### src/rtl/estacao_reserva_add.sv
// ---------------------------------------------------------------------------
// estacao_reserva_add
// Reservation station for an ADD/SUB functional unit (Tomasulo style).
// The station holds one instruction. It waits for missing operands on the
// common data bus (CDB), runs for EXEC_LATENCY cycles, and then asks the CDB
// arbiter for permission to broadcast its result.
//
// Optional feature, compile-time macro ESTACAO_CDB_BYPASS_EN:
//   When defined, the station also watches the CDB in the cycle an
//   instruction is dispatched. A broadcast that matches an incoming tag in
//   that same cycle is captured immediately.
//   When undefined, such a broadcast is not seen. The dispatch unit must make
//   sure it never happens.
// ---------------------------------------------------------------------------
module estacao_reserva_add #(
  parameter logic [2:0] STATION_ID   = 3'd1,
  parameter int         EXEC_LATENCY = 2
) (
  input  logic        Clock,
  input  logic        Reset,
  input  logic        Enable,
  input  logic [2:0]  Opcode,
  input  logic [15:0] Vj,
  input  logic [15:0] Vk,
  input  logic [2:0]  Qj,
  input  logic [2:0]  Qk,
  input  logic        CDB_Valid,
  input  logic [2:0]  CDB_Tag,
  input  logic [15:0] CDB_Data,
  input  logic        CDB_Grant,
  output logic        CDB_Req,
  output logic [2:0]  Result_Tag,
  output logic [15:0] Result_Data,
  output logic        Ready,
  output logic        Busy
);

  // An operand that is still waiting for its producer holds this marker value
  // until real data arrives.
  localparam logic [15:0] PENDING_MARK = 16'hFFF0;
  localparam logic [3:0]  LAT          = 4'(EXEC_LATENCY);
  localparam logic [2:0]  OP_SUB       = 3'b001;

  typedef enum logic [1:0] {
    LIVRE,
    ESPERA,
    EXEC,
    ESCRITA
  } state_t;

  state_t      r_state;
  logic [2:0]  r_opcode;
  logic [15:0] r_vj;
  logic [15:0] r_vk;
  logic [2:0]  r_qj;
  logic [2:0]  r_qk;
  logic [3:0]  r_count;
  logic        r_cdbReq;
  logic [2:0]  r_resultTag;
  logic [15:0] r_resultData;
  logic        r_ready;
  logic        r_busy;

  logic        w_cdbUsable;
  logic        w_hitJ;
  logic        w_hitK;
  logic [2:0]  w_nextQj;
  logic [2:0]  w_nextQk;
  logic        w_dispHitJ;
  logic        w_dispHitK;
  logic [2:0]  w_dispQj;
  logic [2:0]  w_dispQk;
  logic [15:0] w_dispVj;
  logic [15:0] w_dispVk;
  logic [15:0] w_result;

  // A broadcast is only useful if it carries a real tag from another station.
  // Our own result tag is never treated as an operand source.
  assign w_cdbUsable = CDB_Valid && (CDB_Tag != 3'd0) && (CDB_Tag != STATION_ID);

  // Operand capture while waiting. One broadcast can satisfy both operands.
  assign w_hitJ   = w_cdbUsable && (r_qj != 3'd0) && (CDB_Tag == r_qj);
  assign w_hitK   = w_cdbUsable && (r_qk != 3'd0) && (CDB_Tag == r_qk);
  assign w_nextQj = w_hitJ ? 3'd0 : r_qj;
  assign w_nextQk = w_hitK ? 3'd0 : r_qk;

`ifdef ESTACAO_CDB_BYPASS_EN
  // Watch the CDB during dispatch so that a result produced in the same
  // cycle is captured.
  assign w_dispHitJ = w_cdbUsable && (Qj != 3'd0) && (CDB_Tag == Qj);
  assign w_dispHitK = w_cdbUsable && (Qk != 3'd0) && (CDB_Tag == Qk);
`else
  // The CDB is ignored during dispatch. Incoming tags are stored as they are.
  assign w_dispHitJ = 1'b0;
  assign w_dispHitK = 1'b0;
`endif

  // Effective tags and values captured on the dispatch edge.
  assign w_dispQj = w_dispHitJ ? 3'd0 : Qj;
  assign w_dispQk = w_dispHitK ? 3'd0 : Qk;
  assign w_dispVj = w_dispHitJ ? CDB_Data : ((Qj == 3'd0) ? Vj : PENDING_MARK);
  assign w_dispVk = w_dispHitK ? CDB_Data : ((Qk == 3'd0) ? Vk : PENDING_MARK);

  // SUB for opcode 001. Every other opcode adds. Results wrap modulo 2^16.
  assign w_result = (r_opcode == OP_SUB) ? (r_vj - r_vk) : (r_vj + r_vk);

  // Station controller: the state, the latched operands and all outputs
  // change together on the clock edge.
  always_ff @(posedge Clock or posedge Reset) begin
    if (Reset) begin
      r_state      <= LIVRE;
      r_opcode     <= 3'd0;
      r_vj         <= PENDING_MARK;
      r_vk         <= PENDING_MARK;
      r_qj         <= 3'd0;
      r_qk         <= 3'd0;
      r_count      <= 4'd0;
      r_cdbReq     <= 1'b0;
      r_resultTag  <= 3'd0;
      r_resultData <= 16'h0000;
      r_ready      <= 1'b1;
      r_busy       <= 1'b0;
    end else begin
      case (r_state)
        LIVRE: begin
          if (Enable) begin
            r_opcode <= Opcode;
            r_vj     <= w_dispVj;
            r_vk     <= w_dispVk;
            r_qj     <= w_dispQj;
            r_qk     <= w_dispQk;
            r_ready  <= 1'b0;
            r_busy   <= 1'b1;
            if ((w_dispQj == 3'd0) && (w_dispQk == 3'd0)) begin
              r_state <= EXEC;
              r_count <= LAT;
            end else begin
              r_state <= ESPERA;
            end
          end
        end

        ESPERA: begin
          if (w_hitJ) begin
            r_vj <= CDB_Data;
            r_qj <= 3'd0;
          end
          if (w_hitK) begin
            r_vk <= CDB_Data;
            r_qk <= 3'd0;
          end
          if ((w_nextQj == 3'd0) && (w_nextQk == 3'd0)) begin
            r_state <= EXEC;
            r_count <= LAT;
          end
        end

        EXEC: begin
          if (r_count <= 4'd1) begin
            r_state      <= ESCRITA;
            r_count      <= 4'd0;
            r_cdbReq     <= 1'b1;
            r_resultTag  <= STATION_ID;
            r_resultData <= w_result;
          end else begin
            r_count <= r_count - 4'd1;
          end
        end

        ESCRITA: begin
          if (CDB_Grant) begin
            r_state      <= LIVRE;
            r_cdbReq     <= 1'b0;
            r_resultTag  <= 3'd0;
            r_resultData <= 16'h0000;
            r_ready      <= 1'b1;
            r_busy       <= 1'b0;
          end
        end

        default: begin
          r_state  <= LIVRE;
          r_cdbReq <= 1'b0;
          r_ready  <= 1'b1;
          r_busy   <= 1'b0;
        end
      endcase
    end
  end

  assign CDB_Req     = r_cdbReq;
  assign Result_Tag  = r_resultTag;
  assign Result_Data = r_resultData;
  assign Ready       = r_ready;
  assign Busy        = r_busy;

endmodule

### config.mk
export PLATFORM = sky130hd
export DESIGN_NAME = estacao_reserva_add
export DESIGN_NICKNAME = d
export VERILOG_FILES = /design/src/rtl/estacao_reserva_add.sv
export SDC_FILE = /design/constraint.sdc
export NUM_CORES = 1
export LEC_CHECK = 0
export CAP_MARGIN = 20
export CORE_AREA = 2 2 89 91
export CTS_CLUSTER_DIAMETER = 40
export CTS_CLUSTER_SIZE = 14
export DETAILED_ROUTE_END_ITERATION = 6
export DIE_AREA = 0 0 91 93
export PLACE_DENSITY_LB_ADDON = 0.15
export RECOVER_POWER = 100
export SETUP_SLACK_MARGIN = 0.5
export SYNTH_ARGS = -nofsm -noshare
export SYNTH_HDL_FRONTEND = slang
export SYNTH_SLANG_ARGS = --single-unit
### constraint.sdc
create_clock -name Clock -period 7 [get_ports Clock]
set_clock_uncertainty 0.05 [all_clocks]
set_input_delay 1.75 -clock Clock [delete_from_list [all_inputs] [get_ports Clock]]
set_output_delay 1.75 -clock Clock [all_outputs]
set_load 0.05 [all_outputs]
==> run_results.csv, run 1 <==
group,metric,value,unit
outcome,status,"completed",
setup_path,rr_startpoint,"r_vk[6]$_DFFE_PP1P_",
die,initial_core_util,54.2,%
global_routing,grt_pass1_vias,3475,
setup_path,arrival,4.09,ns
drt,ant_nets,0,
global_routing,grt_overflow,0,
min_path,worst_hold_path_type,"flip-flop to flip-flop",
cells_and_area,diodes,0,
sta,setup_viol,0,
cells_and_area,area_growth,26.1,%
synth,ys.warnings.count,0,
synth,synth_edf_count,0,
min_path,holdPathEnd,"r_vj[9]$_DFFE_PP1P_",
setup_path,critical_path_class,"input port to flip-flop",
cells_and_area,fin_nets,614,
sta,finalCritPeriodShare,56.4,%
sta,rsz0062_at_grt,"no",
clock_tree,cts_root_buffer,"clkbuf_8",
synth,ys_ff_latch,66,
setup_path,start_kind,"input port",
drt,wl_per_cell,14.4,um
die,die_area,8460,um2
synth,synthArstFlopShare,100,%
setup_path,critPathBufInv,1,
setup_path,slowest_stage,"dlygate4sd3_1",
die,chipHeight,93,um
cells_and_area,most-common-layout-cells,"o21ai_0 (70), clkdlybuf4s50_1 (60), nand2_1 (55), dfrtp_1 (41), dfstp_2 (25)",
clock_tree,cts_tree,"built",
setup_path,critical-path-top-delay-family,"compound AO/OA/AOI/OAI gates",
drt,via_per_inst,5.62,
cells_and_area,layout-drive-gt1-share,8.66,%
synth,synth_area_leader_cell,"dfrtp_1",
setup_path,worstRegToRegCells,12,
min_path,hp-start,"r_vj[9]$_DFFE_PP1P_",
synth,synth_top_area_share,25.2,%
drt,drcViolationCount,0,
die,num_rows,32,
setup_path,path_max_fanout,35,
cells_and_area,seqCellArea,1680,um2
synth,ys_types,51,
sta,tightest_slew,0.949,ns
global_routing,track_usage,23.5,%
placement,gp_congestion,0.858,
die,die_w,91,um
cells_and_area,final_core_util,68.3,%
synth,synth_area_per_cell,9.08,um2
run,maxCapViolCount,0,
sta,hold_violations,0,
setup_path,worstReg2RegEnd,"Result_Data[15]$_DFFE_PP0P_",
clock_tree,h-tree-depth,3,
die,boundaryPins,87,
placement,io_buffers,84,
global_routing,grt_pass1_wl,16000,um
setup_path,crit_required,7.14,ns
setup_path,critical-path-max-stage-delay,0.63,ns
global_routing,grt_start_max_net_pins,67,
clock_tree,cts_resized,0,
cells_and_area,multi_input_area,2250,um2
clock_tree,numCtsBuffers,9,
drt,dr.first_iter.drc_count,133,
setup_path,cp-end-kind,"flip-flop",
drt,drt_wl_total,9140,um
setup_path,r2r_setup_slack,3.65,ns
cells_and_area,layout_commonest_cell,"o21ai_0",
sta,fin_tns_setup,0,ns
sta,drv_slew,0,
sta,final.min_clock_period,3.95,ns
synth,syn_area,4080,um2
cells_and_area,fillCellCount,629,
setup_path,path_cells,"dlygate4sd3_1, and4bb_1, a31oi_1, o21ai_0, nand2_1, a221oi_1, a21oi_1",
clock_tree,clk_path_buf_depth,2,
clock_tree,ctsHoldBuffers,0,
clock_tree,clkTransAtPathRegs,0.07,ns
clock_tree,post_cts.repair.setup_buffers,0,
synth,synth_seq_area_share,41.3,%
sta,fmax,253,MHz
synth,synthCells,449,
drt,num_vias,3555,
drt,firstDrtPassIters,4,
setup_path,crit_cells,7,
clock_tree,clkSinkCount,66,
die,core_area,7530,um2
global_routing,antenna_found_initial,0,
clock_tree,clock_latency,0.34,ns
placement,hpwl,7180,um
synth,synthTopCellsByArea,"dfrtp_1 (25%), dfstp_2 (16%), o21ai_0 (8.3%)",
synth,synth_ff_type,"dfrtp_1",
min_path,holdPathStages,2,
sta,slew_headroom,36.6,%
metrics by stage:
stage	instances	setup WS, ns	area, um2	hold slack (ns)
floorplan	450	3.59	4080	0.406
detailed placement	617	2.88	4970	0.425
global route	633	2.75	5140	0.455
finish	633	3.05	5140	0.430
CTS	633	3.24	5140	0.434
global placement	617	2.99	4970	0.418
per-layer routing:
metal	wire length [um]	up-vias	part of all wire [%]	track usage, %
li1	-	1777	-	-
met3	612	14	6.7	3.87
met1	4170	1630	46	32.1
met2	4220	134	46	37.7
met5	0	-	0	0
met4	136	0	1.5	9.34
logic make-up (layout without fill, tap and decap cells):
logic type | after synthesis | after routing | synth area share [%]
XOR/XNOR | 27 | 27 | 5.99
flip-flops | 66 | 66 | 41.3
AO/OA/AOI/OAI | 156 | 156 | 24.2
multiplexers | 4 | 4 | 1.07
adder cells (fa/ha/maj) | 23 | 23 | 7.24
AND/OR/NAND/NOR | 136 | 136 | 16.5
buffers and inverters | 36 | 117 | 3.62
other | 1 | 2 | 0.0920
sequential cells by signal, summed over array words and instances (netlist names):
name and count:
r_qk 3, r_count 4, Busy 1, r_vj 16
r_qj 3, r_vk 16, Ready 1, r_state 2
Result_Tag 1, r_opcode 3, Result_Data 16
final cells by class:
cell class | count | share of cell area [%]
sequential | 66 | 32.7
multi-input combinational | 348 | 43.8
clock buffer | 16 | 3.31
tap | 102 | 2.48
inverter | 15 | 1.10
timing repair buffer | 86 | 16.6
synthesized netlist by cell type, types with 2 or more instances:
master	instances
o31ai_1	4
o21ai_1	3
nand2_1	55
or3_1	5
o41ai_1	4
xnor2_1	18
a32o_1	3
a22oi_1	4
nor2_1	21
nor2b_1	3
inv_1	15
ha_1	22
or4_1	2
nor4_1	2
o21a_1	2
o211ai_1	6
nand2b_1	22
nor3_1	10
buf_4	3
and4bb_1	2
nand3_1	5
dfrtp_1	41
o21ai_0	68
o2111ai_1	5
a31oi_1	2
a21oi_1	23
mux2_2	3
a22o_1	15
a221oi_1	4
xor2_1	8
clkbuf_1	17
a21o_1	6
and2_1	4
dfstp_2	25
worst min-delay path: cells and delay by family (launching register included):
family             cells  cell delay (ns)
AOI/OAI and AO/OA      1             0.06
DFF                    1             0.37
and+or+nand+nor        1             0.04
worst max path at each step:
stage               startpoint                  end  slack (ns)
floorplan                Reset     Busy$_DFFE_PP0P_        3.59
global placement    CDB_Tag[1]  r_vj[1]$_DFFE_PP0P_        2.99
detailed placement  CDB_Tag[1]  r_vj[1]$_DFFE_PP0P_        2.88
CTS                 CDB_Tag[1]  r_vj[1]$_DFFE_PP0P_        3.24
global route        CDB_Tag[1]  r_vj[0]$_DFFE_PP0P_        2.75
finish              CDB_Tag[1]  r_vj[1]$_DFFE_PP0P_        3.05
Power of run 1 is not shown: default switching activity piles up to over one toggle a cycle in this logic, so the estimate is an artifact.
==> run 2: changes to the inputs <==
--- a/config.mk
+++ b/config.mk
@@ -6,11 +6,11 @@
 export NUM_CORES = 1
 export LEC_CHECK = 0
 export CAP_MARGIN = 20
-export CORE_AREA = 2 2 89 91
+export CORE_AREA = 2 2 97 99
 export CTS_CLUSTER_DIAMETER = 40
 export CTS_CLUSTER_SIZE = 14
 export DETAILED_ROUTE_END_ITERATION = 6
-export DIE_AREA = 0 0 91 93
+export DIE_AREA = 0 0 99 101
 export PLACE_DENSITY_LB_ADDON = 0.15
 export RECOVER_POWER = 100
 export SETUP_SLACK_MARGIN = 0.5
==> constraint.sdc (replaced) <==
create_clock -name Clock -period 3.2 [get_ports Clock]
set_clock_uncertainty 0.05 [all_clocks]
set_input_delay 0.8 -clock Clock [delete_from_list [all_inputs] [get_ports Clock]]
set_output_delay 0.8 -clock Clock [all_outputs]
set_load 0.05 [all_outputs]
==> run 2 against run 1 <==
- the run now ends with capacitance limit, slew limit left
- first-iteration DRC count up 13%
- cell area up 9.1%
- utilization down 5.8 points
- cell count grew 6.0%
- flip-flop and latch count unchanged
- sequential share of layout area is 2.7 points lower
==> run_results.csv, run 2 (same netlist as run 1, synthesis figures left out) <==
group,metric,value,unit
die,core_area,8980,um2
setup_path,critPathBufInv,0,
placement,hpwl,7360,um
setup_path,r2r_setup_slack,0.17,ns
die,die_w,99,um
sta,rsz0062_at_grt,"yes",
drt,ant_nets,0,
setup_path,cp-end-kind,"flip-flop",
sta,tightest_slew,1.56,ns
outcome,status,"complete, but fails checks",
cells_and_area,area_growth,37.5,%
clock_tree,cts_tree,"built",
drt,num_vias,3683,
setup_path,critical-path-top-delay-family,"compound AO/OA/AOI/OAI gates",
global_routing,grt_pass1_vias,3424,
die,boundaryPins,87,
setup_path,worstReg2RegEnd,"Result_Data[10]$_DFFE_PP0P_",
global_routing,track_usage,21.3,%
cells_and_area,most-common-layout-cells,"o21ai_0 (66), clkdlybuf4s50_1 (61), nand2_1 (55), dfrtp_1 (41), dfstp_2 (24)",
min_path,holdPathStages,2,
min_path,hp-start,"Result_Data[2]$_DFFE_PP0P_",
die,chipHeight,101,um
drt,wl_per_cell,15.3,um
sta,setup_viol,0,
min_path,worst_hold_path_type,"flip-flop to flip-flop",
sta,fin_tns_setup,0,ns
placement,gp_congestion,0.962,
drt,drcViolationCount,0,
setup_path,path_max_fanout,4,
setup_path,worstRegToRegCells,9,
sta,slew_headroom,-4.29,%
setup_path,arrival,3.22,ns
sta,final.min_clock_period,3.03,ns
clock_tree,clkSinkCount,66,
placement,io_buffers,84,
sta,finalCritPeriodShare,94.8,%
die,num_rows,35,
setup_path,start_kind,"flip-flop",
setup_path,path_cells,"or4_4, o41ai_2, xor2_1, ha_1, a21o_1, or3_4, o21ai_0, nand2b_1, a32o_1",
clock_tree,h-tree-depth,3,
sta,hold_violations,0,
global_routing,antenna_found_initial,0,
cells_and_area,layout-drive-gt1-share,19.3,%
drt,drt_wl_total,10300,um
clock_tree,cts_root_buffer,"clkbuf_8",
die,die_area,10000,um2
cells_and_area,fillCellCount,765,
min_path,holdPathEnd,"Result_Data[2]$_DFFE_PP0P_",
drt,dr.first_iter.drc_count,150,
run,maxCapViolCount,1,
setup_path,crit_required,3.39,ns
cells_and_area,diodes,0,
setup_path,rr_startpoint,"r_vk[4]$_DFFE_PP1P_",
setup_path,slowest_stage,"or4_4",
setup_path,critical-path-max-stage-delay,0.57,ns
cells_and_area,layout_commonest_cell,"o21ai_0",
global_routing,grt_overflow,0,
clock_tree,numCtsBuffers,9,
setup_path,critical_path_class,"flip-flop to flip-flop",
die,initial_core_util,45.4,%
drt,firstDrtPassIters,4,
cells_and_area,fin_nets,643,
outcome,violations,"capacitance limit, slew limit",
clock_tree,clkTransAtPathRegs,0.07,ns
global_routing,grt_start_max_net_pins,67,
drt,via_per_inst,5.49,
sta,fin_hold_ws,0.423,ns
clock_tree,clock_latency,0.36,ns
clock_tree,ctsHoldBuffers,0,
clock_tree,clk_path_buf_depth,2,
sta,drv_slew,67,
sta,fmax,330,MHz
global_routing,grt_pass1_wl,17000,um
-- run 2: how the worst max path moves through the flow --
stage                              startpoint                           to  slack [ns]  depth (start not counted)
after global placement    r_vk[6]$_DFFE_PP1P_  Result_Data[12]$_DFFE_PP0P_        0.20                          9
after CTS                 r_vk[6]$_DFFE_PP1P_  Result_Data[12]$_DFFE_PP0P_        0.18                          9
after floorplan           r_vk[6]$_DFFE_PP1P_  Result_Data[12]$_DFFE_PP0P_        0.34                          9
after detailed placement  r_vk[6]$_DFFE_PP1P_  Result_Data[12]$_DFFE_PP0P_        0.14                          9
final                     r_vk[4]$_DFFE_PP1P_  Result_Data[10]$_DFFE_PP0P_        0.17                          9
after global routing      r_vk[4]$_DFFE_PP1P_  Result_Data[12]$_DFFE_PP0P_        0.06                          9
-- run 2: tightest hold or removal path, stage by stage (launching register included) --
cell and delay, ns:
dfrtp_1 0.34, nand2_1 0.05, o41ai_1 0.05
-- run 2: per-layer routing --
metal / routed length (um) / track usage, % / part of all wire, % / up-vias
met5: 0 / 0 / 0 / -
met4: 181 / 7.38 / 1.8 / 0
met3: 566 / 4.99 / 5.5 / 22
met2: 4680 / 33.2 / 46 / 128
met1: 4850 / 29.4 / 47 / 1700
li1: - / - / - / 1833
-- run 2: final cells by class --
class	count	area, um2	share of cell area [%]
tap	111	139	2.48
inverter	15	56.3	1.00
clock buffer	9	124	2.21
timing repair buffer	115	1060	18.9
clock inverter	7	101	1.81
sequential	66	1680	30.0
multi-input combinational	348	2440	43.6
-- run 2: repair_timing --
| item | in CTS | in global routing |
|---|---|---|
| setup endpoints to repair | 8 | 9 |
| buffers inserted | 11 | 9 |
| resized for setup | 17 | 25 |
| pin swaps | 17 | 23 |
-- run 2: metrics by stage --
stage / util [%] / instances / area, um2 / setup slack (ns)
CTS: 61.0 / 662 / 5480 / 0.181
global placement: 56.8 / 635 / 5100 / 0.195
detailed placement: 56.8 / 635 / 5100 / 0.144
global route: 62.4 / 671 / 5610 / 0.0599
floorplan: - / 450 / 4130 / 0.338
finish: 62.4 / 671 / 5610 / 0.166
Power of run 2 is left out for the same reason.
==> run 3: changes to the inputs <==
--- a/config.mk
+++ b/config.mk
@@ -5,12 +5,12 @@
 export SDC_FILE = /design/constraint.sdc
 export NUM_CORES = 1
 export LEC_CHECK = 0
-export CAP_MARGIN = 20
 export CORE_AREA = 2 2 97 99
 export CTS_CLUSTER_DIAMETER = 40
 export CTS_CLUSTER_SIZE = 14
 export DETAILED_ROUTE_END_ITERATION = 6
 export DIE_AREA = 0 0 99 101
+export GPL_TIMING_DRIVEN = 0
 export PLACE_DENSITY_LB_ADDON = 0.15
 export RECOVER_POWER = 100
 export SETUP_SLACK_MARGIN = 0.5
==> constraint.sdc (replaced) <==
create_clock -name Clock -period 2.55 [get_ports Clock]
set_clock_uncertainty 0.05 [all_clocks]
set_input_delay 0.6375 -clock Clock [delete_from_list [all_inputs] [get_ports Clock]]
set_output_delay 0.6375 -clock Clock [all_outputs]
set_load 0.05 [all_outputs]
==> run 3 against run 2 <==
- the flow finishes with violations (setup timing)
- critical endpoint is now Result_Data[15]$_DFFE_PP0P_
- largest cell class unchanged
- clock-buffer cell count grew 5
- wire length grew 7.1%
- register-to-register slack lost 0.72 ns
- maximum frequency shrank 2.2%
- utilization grew 4.2 points
- cell area grew 6.8%
- setup slack lost 0.72 ns
- cell count grew 4.9%
- die area is the same
- hold slack gained 0.0098 ns
- critical path type unchanged
- critical path depth grew 4
- flip-flop and latch count is the same
==> run_results.csv, run 3 (same netlist as run 1, synthesis figures left out) <==
group,metric,value,unit
global_routing,grt_start_max_net_pins,43,
drt,drt_wl_total,11000,um
setup_path,r2r_setup_slack,-0.55,ns
die,die_w,99,um
clock_tree,clock_latency,0.35,ns
sta,fmax,322,MHz
drt,dr.first_iter.drc_count,122,
cells_and_area,layout-drive-gt1-share,28.8,%
global_routing,antenna_found_initial,0,
global_routing,grt_pass1_wl,17600,um
setup_path,crit_required,2.74,ns
drt,wl_per_cell,15.6,um
cells_and_area,final_core_util,66.7,%
sta,slew_headroom,27.9,%
sta,final.min_clock_period,3.10,ns
sta,tightest_slew,1.08,ns
drt,drcViolationCount,0,
drt,via_per_inst,5.46,
clock_tree,cts_tree,"built",
sta,setup_viol,8,
cells_and_area,most-common-layout-cells,"o21ai_0 (62), nand2_1 (53), clkdlybuf4s50_1 (53), buf_4 (40), dfrtp_1 (38)",
clock_tree,clk_path_buf_depth,2,
outcome,status,"complete, but fails checks",
setup_path,critical_path_class,"flip-flop to flip-flop",
placement,postPlaceCellArea,5200,um2
placement,gp_congestion,0.927,
global_routing,grt_overflow,0,
cells_and_area,postLayoutCellArea,5980,um2
placement,post-place-ws,-0.572,ns
setup_path,start_kind,"flip-flop",
sta,finalCritPeriodShare,122,%
clock_tree,clkTransAtPathRegs,0.07,ns
clock_tree,numCtsBuffers,9,
sta,postLayoutSetupSlackWorst,-0.553,ns
placement,io_buffers,84,
sta,hold_violations,0,
drt,ant_nets,0,
placement,hpwl,7860,um
die,die_area,10000,um2
setup_path,cp-end-kind,"flip-flop",
cells_and_area,diodes,0,
cells_and_area,area_growth,46.8,%
die,num_rows,35,
drt,num_vias,3846,
sta,drv_slew,0,
clock_tree,cts_root_buffer,"clkbuf_8",
sta,fin_tns_setup,-3.08,ns
die,initial_core_util,45.4,%
drt,firstDrtPassIters,4,
cells_and_area,fin_nets,676,
die,boundaryPins,87,
setup_path,path_max_fanout,5,
die,core_area,8980,um2
setup_path,arrival,3.29,ns
global_routing,grt_pass1_vias,3707,
die,chipHeight,101,um
min_path,worst_hold_path_type,"flip-flop to flip-flop",
sta,rsz0062_at_grt,"yes",
clock_tree,h-tree-depth,3,
run,maxCapViolCount,0,
global_routing,track_usage,22.1,%
outcome,violations,"setup timing",
clock_tree,clkSinkCount,66,
cells_and_area,layout_commonest_cell,"o21ai_0",
-- run 3: cell types whose count changed in the layout (fill, tap and decap cells not counted), moves of 5 or more --
cell	previous run	this run
clkbuf_1	3	8
dlygate4sd3_1	23	1
buf_4	23	40
dlygate4sd2_1	0	24
clkbuf_2	3	11
clkdlybuf4s50_1	61	53
-- run 3: worst paths after layout --
check,startpoint,to,cells after the start
setup / recovery,r_vk[6]$_DFFE_PP1P_,Result_Data[15]$_DFFE_PP0P_,13
hold / removal,Result_Data[1]$_DFFE_PP0P_,Result_Data[1]$_DFFE_PP0P_,2
setup reg to reg,r_vk[6]$_DFFE_PP1P_,Result_Data[15]$_DFFE_PP0P_,13
hold reg to reg,Result_Data[1]$_DFFE_PP0P_,Result_Data[1]$_DFFE_PP0P_,2
max in group asynchronous,Reset,r_vk[3]$_DFFE_PP0P_,3
min in group asynchronous,Reset,r_count[2]$_DFFE_PP0P_,2
-- run 3: final cells by class --
class                      instances  area [um2]
buffer                            21         139
clock buffer                      14         184
clock inverter                     2        10.0
fill                             727        2990
inverter                          15        57.6
multi-input combinational        348        2630
sequential                        66        1690
tap                              111         139
timing repair buffer             127        1140
-- run 3: timing repair --
item	in CTS	in global routing
setup buffers	28	14
pin swaps	30	37
endpoints found under the setup margin	79	59
resized for setup	74	75
endpoints found under the hold margin	0	0
hold buffers	0	0
-- run 3: per-stage QoR --
step,hold slack [ns],instances
6_report,0.432,704
5_1_grt,0.455,704
4_1_cts,0.436,690
3_5_place_dp,0.420,646
3_3_place_gp,0.419,645
2_1_floorplan,0.404,450
-- run 3: layer usage --
metal  part of all wire (%)  up-vias  GRT usage, %
li1                       -     1896             -
met1                     44     1815          28.8
met2                     49      114          36.9
met3                    4.8       21          3.40
met4                    2.4        0          8.85
met5                      0        -             0
-- run 3: critical path, stage by stage, from the launching register on --
cell and delay [ns]:
dfstp_2 0.38, or4_4 0.56, nand2b_4 0.18, o31ai_4 0.22, buf_6 0.14, nand2_1 0.05, xnor2_1 0.12, ha_2 0.42
nand2_1 0.12, o21ai_4 0.19, o221ai_4 0.12, a21oi_2 0.17, xnor2_2 0.10, a22o_1 0.18
Power of run 3 is left out for the same reason.
